$ cat src/rtl/wb_uart_rx.sv
// wb_uart_rx: 8N1 UART receiver with a 16-entry receive FIFO behind a
// single-cycle-ack Wishbone slave (DATA at adr 0, STATUS at adr 1).
//
// Ports:
//   clk, reset_n        system clock, async active-low reset
//   rxd                 async serial input, idle high
//   cyc_i, stb_i, we_i  Wishbone cycle/strobe/write (stb_i pre-decoded)
//   adr_i               0 = DATA, 1 = STATUS
//   dat_i               write data (ignored)
//   dat_o, ack_o        registered read data and one-cycle acknowledge
//   irq_o               high while the FIFO holds data
module wb_uart_rx #(
    parameter int CLKS_PER_BIT = 434,
    parameter int FIFO_AW      = 4
) (
    input  logic        clk,
    input  logic        reset_n,
    input  logic        rxd,
    input  logic        cyc_i,
    input  logic        stb_i,
    input  logic        we_i,
    input  logic        adr_i,
    input  logic [31:0] dat_i,
    output logic [31:0] dat_o,
    output logic        ack_o,
    output logic        irq_o
);

    localparam int CW    = $clog2(CLKS_PER_BIT);
    localparam int DEPTH = 1 << FIFO_AW;

    localparam logic [CW-1:0] CNT_LAST = CW'(CLKS_PER_BIT - 1);
    localparam logic [CW-1:0] CNT_MID  = CW'(CLKS_PER_BIT / 2 - 1);

    typedef enum logic [2:0] {
        S_IDLE,
        S_START,
        S_DATA,
        S_STOP,
        S_BREAK
    } state_t;

    state_t            state;
    logic [CW-1:0]     cnt;
    logic [2:0]        idx;
    logic [7:0]        shreg;
    logic              rx_m;
    logic              rx_s;

    logic [7:0]        mem [DEPTH];
    logic [FIFO_AW-1:0] wp;
    logic [FIFO_AW-1:0] rp;
    logic [FIFO_AW:0]   level;

    logic              frame_err;
    logic              overrun;

    logic              bit_end;
    logic              rx_done;
    logic              push;
    logic              ferr_set;
    logic              empty;
    logic              full;
    logic              req;
    logic              rd_data;
    logic              rd_stat;
    logic              pop;
    logic              wr;
    logic [31:0]       status;
    logic              unused_dat;

    assign unused_dat = ^dat_i;

    // Two-flop synchroniser; idles high so reset never looks like a start bit
    always_ff @(posedge clk or negedge reset_n) begin
        if (!reset_n) begin
            rx_m <= 1'b1;
            rx_s <= 1'b1;
        end else begin
            rx_m <= rxd;
            rx_s <= rx_m;
        end
    end

    assign bit_end  = (cnt == CNT_LAST);
    assign rx_done  = (state == S_STOP) && bit_end;
    assign push     = rx_done & rx_s;
    assign ferr_set = rx_done & ~rx_s;

    always_ff @(posedge clk or negedge reset_n) begin
        if (!reset_n) begin
            state <= S_IDLE;
            cnt   <= '0;
            idx   <= '0;
            shreg <= '0;
        end else begin
            case (state)
                S_IDLE: begin
                    if (!rx_s) begin
                        state <= S_START;
                        cnt   <= '0;
                    end
                end
                S_START: begin
                    if (cnt == CNT_MID) begin
                        if (!rx_s) begin
                            state <= S_DATA;
                            cnt   <= '0;
                            idx   <= '0;
                        end else begin
                            state <= S_IDLE;
                        end
                    end else begin
                        cnt <= cnt + 1'b1;
                    end
                end
                S_DATA: begin
                    if (bit_end) begin
                        // LSB arrives first, so shift in from the top
                        shreg <= {rx_s, shreg[7:1]};
                        cnt   <= '0;
                        if (idx == 3'd7) begin
                            state <= S_STOP;
                        end else begin
                            idx <= idx + 1'b1;
                        end
                    end else begin
                        cnt <= cnt + 1'b1;
                    end
                end
                S_STOP: begin
                    if (bit_end) begin
                        cnt   <= '0;
                        state <= rx_s ? S_IDLE : S_BREAK;
                    end else begin
                        cnt <= cnt + 1'b1;
                    end
                end
                S_BREAK: begin
                    // A line held low reports one frame error, not one per frame time
                    if (rx_s) begin
                        state <= S_IDLE;
                    end
                end
                default: state <= S_IDLE;
            endcase
        end
    end

    assign empty   = (level == '0);
    assign full    = (level == (FIFO_AW+1)'(DEPTH));
    assign req     = cyc_i & stb_i & ~ack_o;
    assign rd_data = req & ~we_i & ~adr_i;
    assign rd_stat = req & ~we_i & adr_i;
    assign pop     = rd_data & ~empty;
    assign wr      = push & ~full;
    assign status  = {16'b0, 8'(level), 4'b0, frame_err, overrun, full, ~empty};

    always_ff @(posedge clk) begin
        if (wr) begin
            mem[wp] <= shreg;
        end
    end

    always_ff @(posedge clk or negedge reset_n) begin
        if (!reset_n) begin
            wp        <= '0;
            rp        <= '0;
            level     <= '0;
            frame_err <= 1'b0;
            overrun   <= 1'b0;
            ack_o     <= 1'b0;
            dat_o     <= '0;
            irq_o     <= 1'b0;
        end else begin
            if (wr) begin
                wp <= wp + 1'b1;
            end
            if (pop) begin
                rp <= rp + 1'b1;
            end
            case ({wr, pop})
                2'b10:   level <= level + 1'b1;
                2'b01:   level <= level - 1'b1;
                default: level <= level;
            endcase

            // Setting wins over a same-cycle STATUS read clear
            frame_err <= ferr_set | (frame_err & ~rd_stat);
            overrun   <= (push & full) | (overrun & ~rd_stat);

            // Side effects are taken with the request, so a cyc_i drop
            // after this edge cannot cancel them
            ack_o <= req;
            if (rd_data && !empty) begin
                dat_o <= {23'b0, 1'b1, mem[rp]};
            end else if (rd_stat) begin
                dat_o <= status;
            end else begin
                dat_o <= '0;
            end

            irq_o <= ~empty;
        end
    end

endmodule

$ cat config.mk
export PLATFORM = sky130hd
export DESIGN_NAME = wb_uart_rx
export DESIGN_NICKNAME = d
export VERILOG_FILES = /design/src/rtl/wb_uart_rx.sv
export SDC_FILE = /design/constraint.sdc
export NUM_CORES = 1
export LEC_CHECK = 0
export BUFFER_PORTS_ARGS = -buffer_cell sky130_fd_sc_hd__buf_2
export CELL_PAD_IN_SITES_DETAIL_PLACEMENT = 2
export CELL_PAD_IN_SITES_GLOBAL_PLACEMENT = 2
export CORE_MARGIN = 2
export CORE_UTILIZATION = 49
export CTS_BUF_LIST = sky130_fd_sc_hd__clkbuf_8
export CTS_CLUSTER_DIAMETER = 200
export DETAILED_ROUTE_END_ITERATION = 8
export GPL_ROUTABILITY_DRIVEN = 1
export GPL_TIMING_DRIVEN = 0
export PLACE_DENSITY = 0.95
export SYNTH_ARGS = -nofsm -noshare
export SYNTH_HDL_FRONTEND = slang
export SYNTH_SLANG_ARGS = --single-unit
$ cat constraint.sdc
create_clock -name clk -period 9.4 [get_ports clk]
set_input_delay 1.41 -clock clk [delete_from_list [all_inputs] [get_ports clk]]
set_output_delay 1.41 -clock clk [all_outputs]
set_load 0.005 [all_outputs]
==> metrics.txt, run 1 <==
RSZ-0062 raised after global routing=no; Net Sw Frac=30.4%; Post-Route Setup TNS=0 ns; # fillers=~1400; via count=4773; max frequency=roughly 220 MHz; R2R Setup Slk=4.99 ns; clock root buffer=clkbuf_8; WHS Endpoint=rx_s; Syn Inst Count=474; GRT Overall Usage=roughly a third; async set or reset register ratio after synthesis=roughly 30%; cts hold-fix bufs=0; clock sinks=183; vias in the first global route=around 5200; final setup vio count=0; Area Overhead vs Synth=10.5%; status=finished clean; Max Cap Viol=0; initial DRC count=about 470; Power Dens Cells=~190 mW/mm^2; DR WL/cell=about 33 um; worst-path fanout max=10; Die Span X=130 um; Yosys top cell area share=around half; Worst Path Required=9.74 ns; final critical-path required period=~4.6 ns; DRC Markers=0; max_slew headroom=between 20% and 30%; Seq/Total Area, Yosys=66.8%; Hold Path Stages=0; DRT Wirelength=~25000 um; R2R Path End=level[4]; cts repair resizes=0; crit share post-route=about half; most frequent cell after synthesis=edfxtp_1; share of layout cells above drive strength 1=29.7%; Max Slew Vio Count=0; post-synthesis register bit count=around 180; overflow left after global routing=0; worst skew pair latency=0.48 ns; Clk pwr share=30.9%; first-pass GRT wire length=between 30000 and 40000 um; Pre-antenna DRT Iters=5; hold wc startpoint=rx_m; Final ANT Viol Nets=0; row count=46; Final Hold Fails=0; HPWL Detailed=16000 um; Initial Util=between 40 and 50%; deepest clock path buffer count=2; cts bufs inserted=17; pin count of the biggest net entering global routing=56; startpoint types=primary input; Psw=slightly above 500 uW; Top FF cell, synth=edfxtp_1; Layout Nets=roughly 580; crit path DAT=between 4 and 5 ns; Worst-path clk slew=~0.10 ns; Final Power=1.68 mW; port bufs=21; core area=between 0.015 and 0.02 sq mm; die area=0.0170 sq mm; list of most frequent post-synthesis cells=edfxtp_1, dfrtp_1, mux4_2, buf_4, nor2_1; Int Power=about 1.2 mW; Yosys warning total=0; combinational group share of total power=15.8%; CTS tree=built; # H-tree levels=4; Die Y=130 um; synth top area cells=edfxtp_1, dfrtp_1, mux4_2, ha_1, buf_4; GPL Wtd Cong=~0.84; kind of critical path=in2reg; Critical R2R Launch=level[1]; count of different cell masters after synthesis=just under 70; Mapped Area=slightly below 0.008 sq mm; FF-to-FF path depth=13; clk_skew=0.0205 ns; worst vdd rail ir drop=roughly 0.12 mV; Syn Area/Cell=16.5 sq um; initial antenna violation count=0; Setup Buffers After CTS=0; register share of total power=53.3%; leakage power=2.91 nW; n_diodes=0; top cell type by total area after synthesis=edfxtp_1; IO Count=73; Crit. End Element=flop; vias per inst=roughly 6.3; worst min path class=reg2reg; Worst Tran Pin Value=roughly 1.1 ns; EDFF count, synth=about 130
[worst max-delay path by stage]
| stage | startpoint | end | slack (ns) | cells past startpoint |
|---|---|---|---|---|
| 3_5_place_dp | we_i | level[4] | 4.36 | 13 |
| 2_1_floorplan | we_i | level[4] | 5.64 | 12 |
| 6_report | we_i | level[4] | 4.80 | 13 |
| 3_3_place_gp | we_i | level[4] | 4.97 | 13 |
| 5_1_grt | we_i | level[4] | 4.69 | 13 |
| 4_1_cts | we_i | level[4] | 4.90 | 13 |
[registers in the layout, indices dropped and copies added (netlist names), 3 cells and up]
register and flops:
cnt 9, level 5, wp 4, mem 128, dat_o 13, idx 3
state 3, shreg 8, rp 4
[critical path, cell delays in order]
cell and delay [ns]:
buf_2 0.10, or2_2 0.29, nor2_1 0.41, nand3b_1 0.38
inv_2 0.34, ha_1 0.20, buf_2 0.23, xor2_1 0.11
ha_1 0.26, a21o_1 0.24, a22oi_1 0.44, nor3_1 0.10
a2111oi_0 0.42
[layer usage]
layer / GRT usage [%] / vias up / part of all wire, %
met4: 16.8 / 0 / 5.0
met1: 40.3 / 2509 / 39
met5: 0 / - / 0
li1: - / 1929 / -
met2: 52.1 / 258 / 50
met3: 7.63 / 77 / 5.8
[metrics by stage]
| step | utilization [%] | instance area (sq um) | worst slack [ns] | hold WS, ns | std cells |
|---|---|---|---|---|---|
| after global routing | 54.8 | 8650 | 4.69 | 0.366 | 761 |
| after CTS | 54.8 | 8640 | 4.90 | 0.363 | 761 |
| after floorplan | - | 7890 | 5.64 | 0.345 | 492 |
| after global placement | 52.4 | 8270 | 4.97 | 0.348 | 729 |
| after detailed placement | 52.5 | 8270 | 4.36 | 0.349 | 729 |
| final | 54.8 | 8650 | 4.80 | 0.361 | 761 |
[area by class of cell]
type | instances | area [sq um] | share of cell area (%)
Buffer | 40 | 255 | 2.95
Clock buffer | 17 | 234 | 2.71
Clock inverter | 15 | 139 | 1.61
Inverter | 16 | 60.1 | 0.695
Multi-Input combinational cell | 253 | 2360 | 27.3
Sequential cell | 183 | 5220 | 60.4
Tap cell | 216 | 270 | 3.13
Timing Repair Buffer | 21 | 108 | 1.24
[power by group through the flow]
stage	clock network, mW	logic, mW	registers, mW
after CTS	0.528	0.264	0.895
final	0.519	0.265	0.896
after global routing	0.556	0.280	0.897
after floorplan	0	0.174	0.902
after detailed placement	0	0.250	0.911
after global placement	0	0.228	0.905
[cell families (layout without fill, tap and decap cells)]
family / after synthesis / count (layout) / share of synthesized area, %
xor gates and xnor gates: 11 / 11 / 1.23
and+or+nand+nor: 93 / 93 / 7.37
other: 1 / 19 / 0.0479
DFF: 183 / 183 / 66.8
AOI/OAI and AO/OA: 66 / 66 / 6.17
buffers and inverters: 56 / 109 / 4.03
muxes: 51 / 51 / 12.3
adders and majority gates: 13 / 13 / 2.08
[layout by cell type (no fill, tap or decap), drive strengths merged, types with 4 or more instances in the layout]
cell    synthesis  final
nor2b           9      9
and4            4      4
edfxtp        128    128
o21ai           9      9
nand2b          4      4
nor2           18     18
mux2           12     12
clkbuf         10     27
a22oi           5      5
dfrtp          53     53
a22o            5      5
nor3            6      6
xor2            5      5
nand2          11     11
inv            16     23
and3           14     14
mux4           35     35
xnor2           6      6
a211oi         11     11
buf            30     51
a21o            4      4
mux2i           4      4
ha             13     13
or2             4      4
a21oi           8      8
conb            1     19
clkinv          0      8
Power figures use the tool's default switching activity.
==> run 2, diff against run 1 <==
--- a/config.mk
+++ b/config.mk
@@ -9,13 +9,13 @@
 export CELL_PAD_IN_SITES_DETAIL_PLACEMENT = 2
 export CELL_PAD_IN_SITES_GLOBAL_PLACEMENT = 2
 export CORE_MARGIN = 2
-export CORE_UTILIZATION = 49
+export CORE_UTILIZATION = 41
 export CTS_BUF_LIST = sky130_fd_sc_hd__clkbuf_8
 export CTS_CLUSTER_DIAMETER = 200
 export DETAILED_ROUTE_END_ITERATION = 8
 export GPL_ROUTABILITY_DRIVEN = 1
 export GPL_TIMING_DRIVEN = 0
-export PLACE_DENSITY = 0.95
+export PLACE_DENSITY = 0.89
 export SYNTH_ARGS = -nofsm -noshare
 export SYNTH_HDL_FRONTEND = slang
 export SYNTH_SLANG_ARGS = --single-unit
==> constraint.sdc (replaced) <==
create_clock -name clk -period 3.76 [get_ports clk]
set_input_delay 0.564 -clock clk [delete_from_list [all_inputs] [get_ports clk]]
set_output_delay 0.564 -clock clk [all_outputs]
set_load 0.005 [all_outputs]
==> run 2 against run 1 <==
Against the previous run:
- via count shrank 5.8%
- non-clock buffer count up 3
- register-to-register slack got worse by 4.7 ns
- first-iteration DRC count decreased by 24%
- power rose by 150%
- count of clock-buffer cells in the layout is the same
- critical path depth stayed put
- sequential power is 150% higher
- combinational power increased by 140%
- largest power group unchanged
==> metrics.txt, run 2 (synthesis gave the netlist of run 1 again) <==
max frequency=a little under 300 MHz; leakage power=a little under 3 nW; worst-path fanout max=10; worst vdd rail ir drop=0.179 mV; CTS tree=built; Power Dens Cells=approximately 480 mW/mm^2; DRT Wirelength=21200 um; Critical R2R Launch=cnt[6]; Initial Util=41.8%; FF-to-FF path depth=13; Die Span X=between 100 and 150 um; final critical-path required period=between 3 and 4 ns; Top Registers=mem: 128 flops, dat_o: 13 flops, cnt: 9 flops; crit path from=cnt[6]; n_diodes=0; Worst-path clk slew=~0.09 ns; worst min path class=in2async; deepest clock path buffer count=2; vias in the first global route=just over 5000; status=finished clean; kind of critical path=reg2reg; HPWL Detailed=between 10000 and 15000 um; initial antenna violation count=0; GPL Wtd Cong=around 0.84; Worst Tran Pin Value=between 1 and 1.5 ns; Worst setup endpoint=level[4]; GRT Overall Usage=22.2%; overflow left after global routing=0; IO Count=between 70 and 80; clock sinks=183; Max Cap Viol=0; max FFs per register=128; R2R Path End=level[4]; core area=~0.019 sq mm; share of layout cells above drive strength 1=around 30%; pin count of the biggest net entering global routing=56; cts bufs inserted=17; most frequent cells in the layout=edfxtp_1, dfrtp_1, mux4_2, buf_2, buf_4; row count=50; vias per inst=between 5 and 6; Final Hold Fails=0; DR WL/cell=around 27 um; RSZ-0062 raised after global routing=no; initial DRC count=358; first-pass GRT wire length=roughly 32000 um; DRC Markers=0; clk_skew=about 0.014 ns; die area=slightly above 0.02 sq mm; Area Overhead vs Synth=11.3%; crit path DAT=3.83 ns; port bufs=21; crit share post-route=91.7%; startpoint types=flop; Worst Path Required=about 4.1 ns; most common cell after layout, fill and taps aside=edfxtp_1; Placed Cells=748; max_slew headroom=between 20 and 30%; R2R Setup Slk=roughly 0.31 ns; Final ANT Viol Nets=0; Layout Nets=between 500 and 600; worst skew pair latency=roughly 0.49 ns; non-filler cells in the finished layout=~780; Die Y=between 100 and 150 um; Crit. End Element=flop; via count=approximately 4500; Post-Route Setup TNS=0 ns; clock root buffer=clkbuf_8; # H-tree levels=4; Biggest register=mem; final setup vio count=0; Pre-antenna DRT Iters=4; Max Slew Vio Count=0; cts hold-fix bufs=0
-- run 2: cell count changes in the layout (fill, tap and decap cells not counted), sizes merged --
cell      previous run  this run
clkinvlp             0         3
inv                 23        18
bufinv               0         2
buf                 51        54
-- run 2: what timing repair did --
| item | CTS | global route |
|---|---|---|
| buffers inserted | 1 | 1 |
| pin swaps | 1 | 0 |
| resized for setup | 3 | 2 |
| setup endpoints to repair | 1 | 1 |
-- run 2: area by class of cell --
| cell class | instances | area [sq um] |
|---|---|---|
| inverter | 16 | 60.1 |
| timing repair buffer | 24 | 128 |
| multi-input combinational | 253 | 2380 |
| clock buffer | 17 | 234 |
| clock inverter | 15 | 138 |
| buffer | 40 | 255 |
| fill | 1740 | 10000 |
| sequential | 183 | 5220 |
| tap | 234 | 293 |
-- run 2: report_power, final --
group / switching [mW] / internal [mW]
clock: 0.726 / 0.579
combinational: 0.371 / 0.258
sequential: 0.0541 / 2.18
total: 1.15 / 3.02
-- run 2: worst min-delay path by stage --
stage	from	end	cells after the start	slack [ns]
after global routing	rxd	rx_m	1	0.16
after detailed placement	rx_m	rx_s	0	0.35
after CTS	rxd	rx_m	1	0.16
after floorplan	reset_n	ack_o	0	0.27
final	reset_n	level[3]	1	0.13
after global placement	rx_m	rx_s	0	0.35
-- run 2: metrics by stage --
stage,util [%],total power [mW],hold slack [ns],area (sq um),setup slack (ns)
2_1_floorplan,-,2.69,0.268,7890,0.512
3_3_place_gp,44.3,2.83,0.348,8290,0.133
3_5_place_dp,44.3,2.90,0.351,8290,-0.233
4_1_cts,46.4,4.19,0.156,8680,0.00456
5_1_grt,46.5,4.30,0.156,8710,0.0564
6_report,46.5,4.17,0.130,8710,0.311
-- run 2: per-layer routing --
metal	vias to the layer above	routed length [um]	global-route usage (%)	part of all wire, %
met3	44	1020	4.81	4.8
li1	1923	-	-	-
met4	0	676	9.79	3.2
met1	2375	8380	27.1	40
met5	-	0	0	0
met2	154	11100	38.1	52
-- run 2: worst max-delay path: stages, from the launching register on --
cell       delay [ns]
dfrtp_1          0.44
or4b_4           0.60
nor4_4           0.19
and2_4           0.24
buf_6            0.15
inv_1            0.08
ha_1             0.20
buf_2            0.18
xor2_1           0.16
ha_1             0.25
a21o_1           0.15
a22oi_1          0.10
o211a_1          0.25
a2111oi_2        0.33
==> run 3, diff against run 2 <==
--- a/config.mk
+++ b/config.mk
@@ -8,7 +8,7 @@
 export BUFFER_PORTS_ARGS = -buffer_cell sky130_fd_sc_hd__buf_2
 export CELL_PAD_IN_SITES_DETAIL_PLACEMENT = 2
 export CELL_PAD_IN_SITES_GLOBAL_PLACEMENT = 2
-export CORE_MARGIN = 2
+export CORE_MARGIN = 3
 export CORE_UTILIZATION = 41
 export CTS_BUF_LIST = sky130_fd_sc_hd__clkbuf_8
 export CTS_CLUSTER_DIAMETER = 200
==> run 3 against run 2 <==
Against the previous run:
- count of clock-buffer cells in the layout up 1
- utilization grew 1.3 points
- critical path depth unchanged
- cell area grew 0.75%
- register-to-register slack got worse by 0.20 ns
- sequential power about the same
- sequential cell count unchanged
- clock power up 12%
- power grew 3.7%
- global-route usage rose by 0.50 points
- wire length increased by 6.5%
- die area grew 2.8%
- critical path type unchanged
- largest power group unchanged
==> metrics.txt, run 3 (synthesis gave the netlist of run 1 again) <==
final setup vio count=0; clock sinks=between 150 and 200; worst-path fanout max=10; busiest grt layer=met2; share of layout cells above drive strength 1=30.2%; row count=49; Worst Tran Pin Value=1.24 ns; GPL Wtd Cong=0.784; Critical Path, Cell by Cell=or4b_4, nor4_4, and2_4, buf_6, inv_1, ha_1, buf_2, xor2_1, ha_1, a21o_1, a22oi_2, o211a_1, a2111oi_2; # H-tree levels=4; Max Cap Viol=0; max FFs per register=around 130; port bufs=21; Layout Nets=roughly 600; vias in the first global route=5166; worst min path class=in2async; crit share post-route=between 90% and 100%; Final Power=roughly 4.3 mW; pin count of the biggest net entering global routing=between 50 and 60; via count=4604; footprint of the multi-input gates=between 0.002 and 0.0025 sq mm; initial antenna violation count=0; first-pass GRT wire length=roughly 34000 um; Min Hold Slack=0.171 ns; Top Registers=mem: 128 flops, dat_o: 13 flops, cnt: 9 flops; initial DRC count=409; deepest clock path buffer count=2; Die Y=144 um; M3 GR Usage=around 4.9%; clock root buffer=clkbuf_8; vias per inst=between 5 and 6; leakage power=roughly 3 nW; FF-to-FF path depth=13; Post-Route Setup TNS=0 ns; met2 usage=39.5%; Worst-path clk slew=approximately 0.10 ns; kind of critical path=reg2reg; DR WL/cell=slightly below 30 um; critical path's most frequent cell=ha_1; GRT Overall Usage=approximately 23%; Die Span X=roughly 140 um; die area=0.0208 sq mm; HPWL Detailed=14100 um; most frequent cells in the layout=edfxtp_1, dfrtp_1, mux4_2, buf_2, buf_4; Area Overhead vs Synth=12.1%; Slowest-stage cell, CP=or4b_4; Final ANT Viol Nets=0; DRC Markers=0; status=finished clean; core area=between 0.015 and 0.02 sq mm; # fillers=around 1700; final critical-path required period=roughly 3.7 ns; Biggest register=mem; startpoint types=flop; crit path DAT=around 4.0 ns; Crit. End Element=flop; worst skew pair latency=roughly 0.47 ns; DRT Wirelength=22600 um; worst vdd rail ir drop=0.284 mV; CTS tree=built; max frequency=approximately 270 MHz; n_diodes=0; cts hold-fix bufs=0; Max Slew Vio Count=0; slowest stage delay, CP=about 0.61 ns; clk_skew=approximately 0.014 ns; Power Dens Cells=roughly 490 mW/mm^2; IO Count=73; overflow left after global routing=0; Initial Util=a little over two fifths; max_slew headroom=~17%; met1 Track Usage GR=27.1%; most common cell after layout, fill and taps aside=edfxtp_1; Worst Path Required=roughly 4 ns; Pre-antenna DRT Iters=5; Reg area=approximately 0.0052 sq mm; Final Hold Fails=0; cts bufs inserted=17
[run 3: changes by cell type in the layout (fill, tap and decap cells not counted), sizes merged]
cell and delta:
clkinv -2, inv +1, buf +2, clkinvlp -2, clkbuf +1, bufinv +2
[run 3: metal layers]
metal,part of all wire (%),vias to the layer above
met4,3.5,0
met1,39,2434
met3,5.4,53
met2,53,178
li1,-,1939
met5,0,-
[run 3: worst max-delay path: cells and delay by family, from the launching register on]
kind                     cells  cell delay, ns
AO/OA/AOI/OAI                4            0.83
AND/OR/NAND/NOR              3            1.16
XOR/XNOR                     1            0.18
buffers and inverters        3            0.41
flip-flops                   1            0.47
adder cells (fa/ha/maj)      2            0.47
[run 3: timing repair]
action                                  in CTS  in global routing
endpoints found under the setup margin       1                  1
pin swaps                                    1                  1
resized for setup                            1                  3
buffers inserted                             2                  3
[run 3: final timing paths]
path,startpoint,to,slack (ns)
max in group asynchronous,reset_n,shreg[0],3.09
setup reg to reg,cnt[6],level[4],0.11
setup / recovery,cnt[6],level[4],0.11
min in group clk,rxd,rx_m,0.20
hold reg to reg,rx_m,rx_s,0.36
hold / removal,reset_n,dat_o[6],0.17
[run 3: area by class of cell]
| type | count | area share (%) |
|---|---|---|
| multi-input cells | 253 | 27.1 |
| inverters | 16 | 0.685 |
| well taps | 229 | 3.27 |
| plain buffers | 40 | 2.91 |
| clock buffers | 18 | 2.82 |
| repair buffers | 26 | 1.65 |
| clock inverters | 14 | 2.04 |
| flip-flops and latches | 183 | 59.5 |
[run 3: per-stage QoR]
step | setup slack (ns) | instance area [sq um] | utilization (%) | cells
floorplan | 0.512 | 7890 | - | 492
global placement | 0.0772 | 8280 | 45.2 | 742
detailed placement | -0.272 | 8280 | 45.2 | 742
CTS | 0.0942 | 8730 | 47.6 | 776
global route | -0.0302 | 8770 | 47.9 | 779
finish | 0.108 | 8770 | 47.9 | 779
[run 3: power breakdown]
part / switching [mW] / internal, mW / leakage, nW
sequential: 0.0531 / 2.18 / 1.61
combinational: 0.369 / 0.257 / 1.14
clock: 0.729 / 0.736 / 0.217
total: 1.15 / 3.17 / 2.96
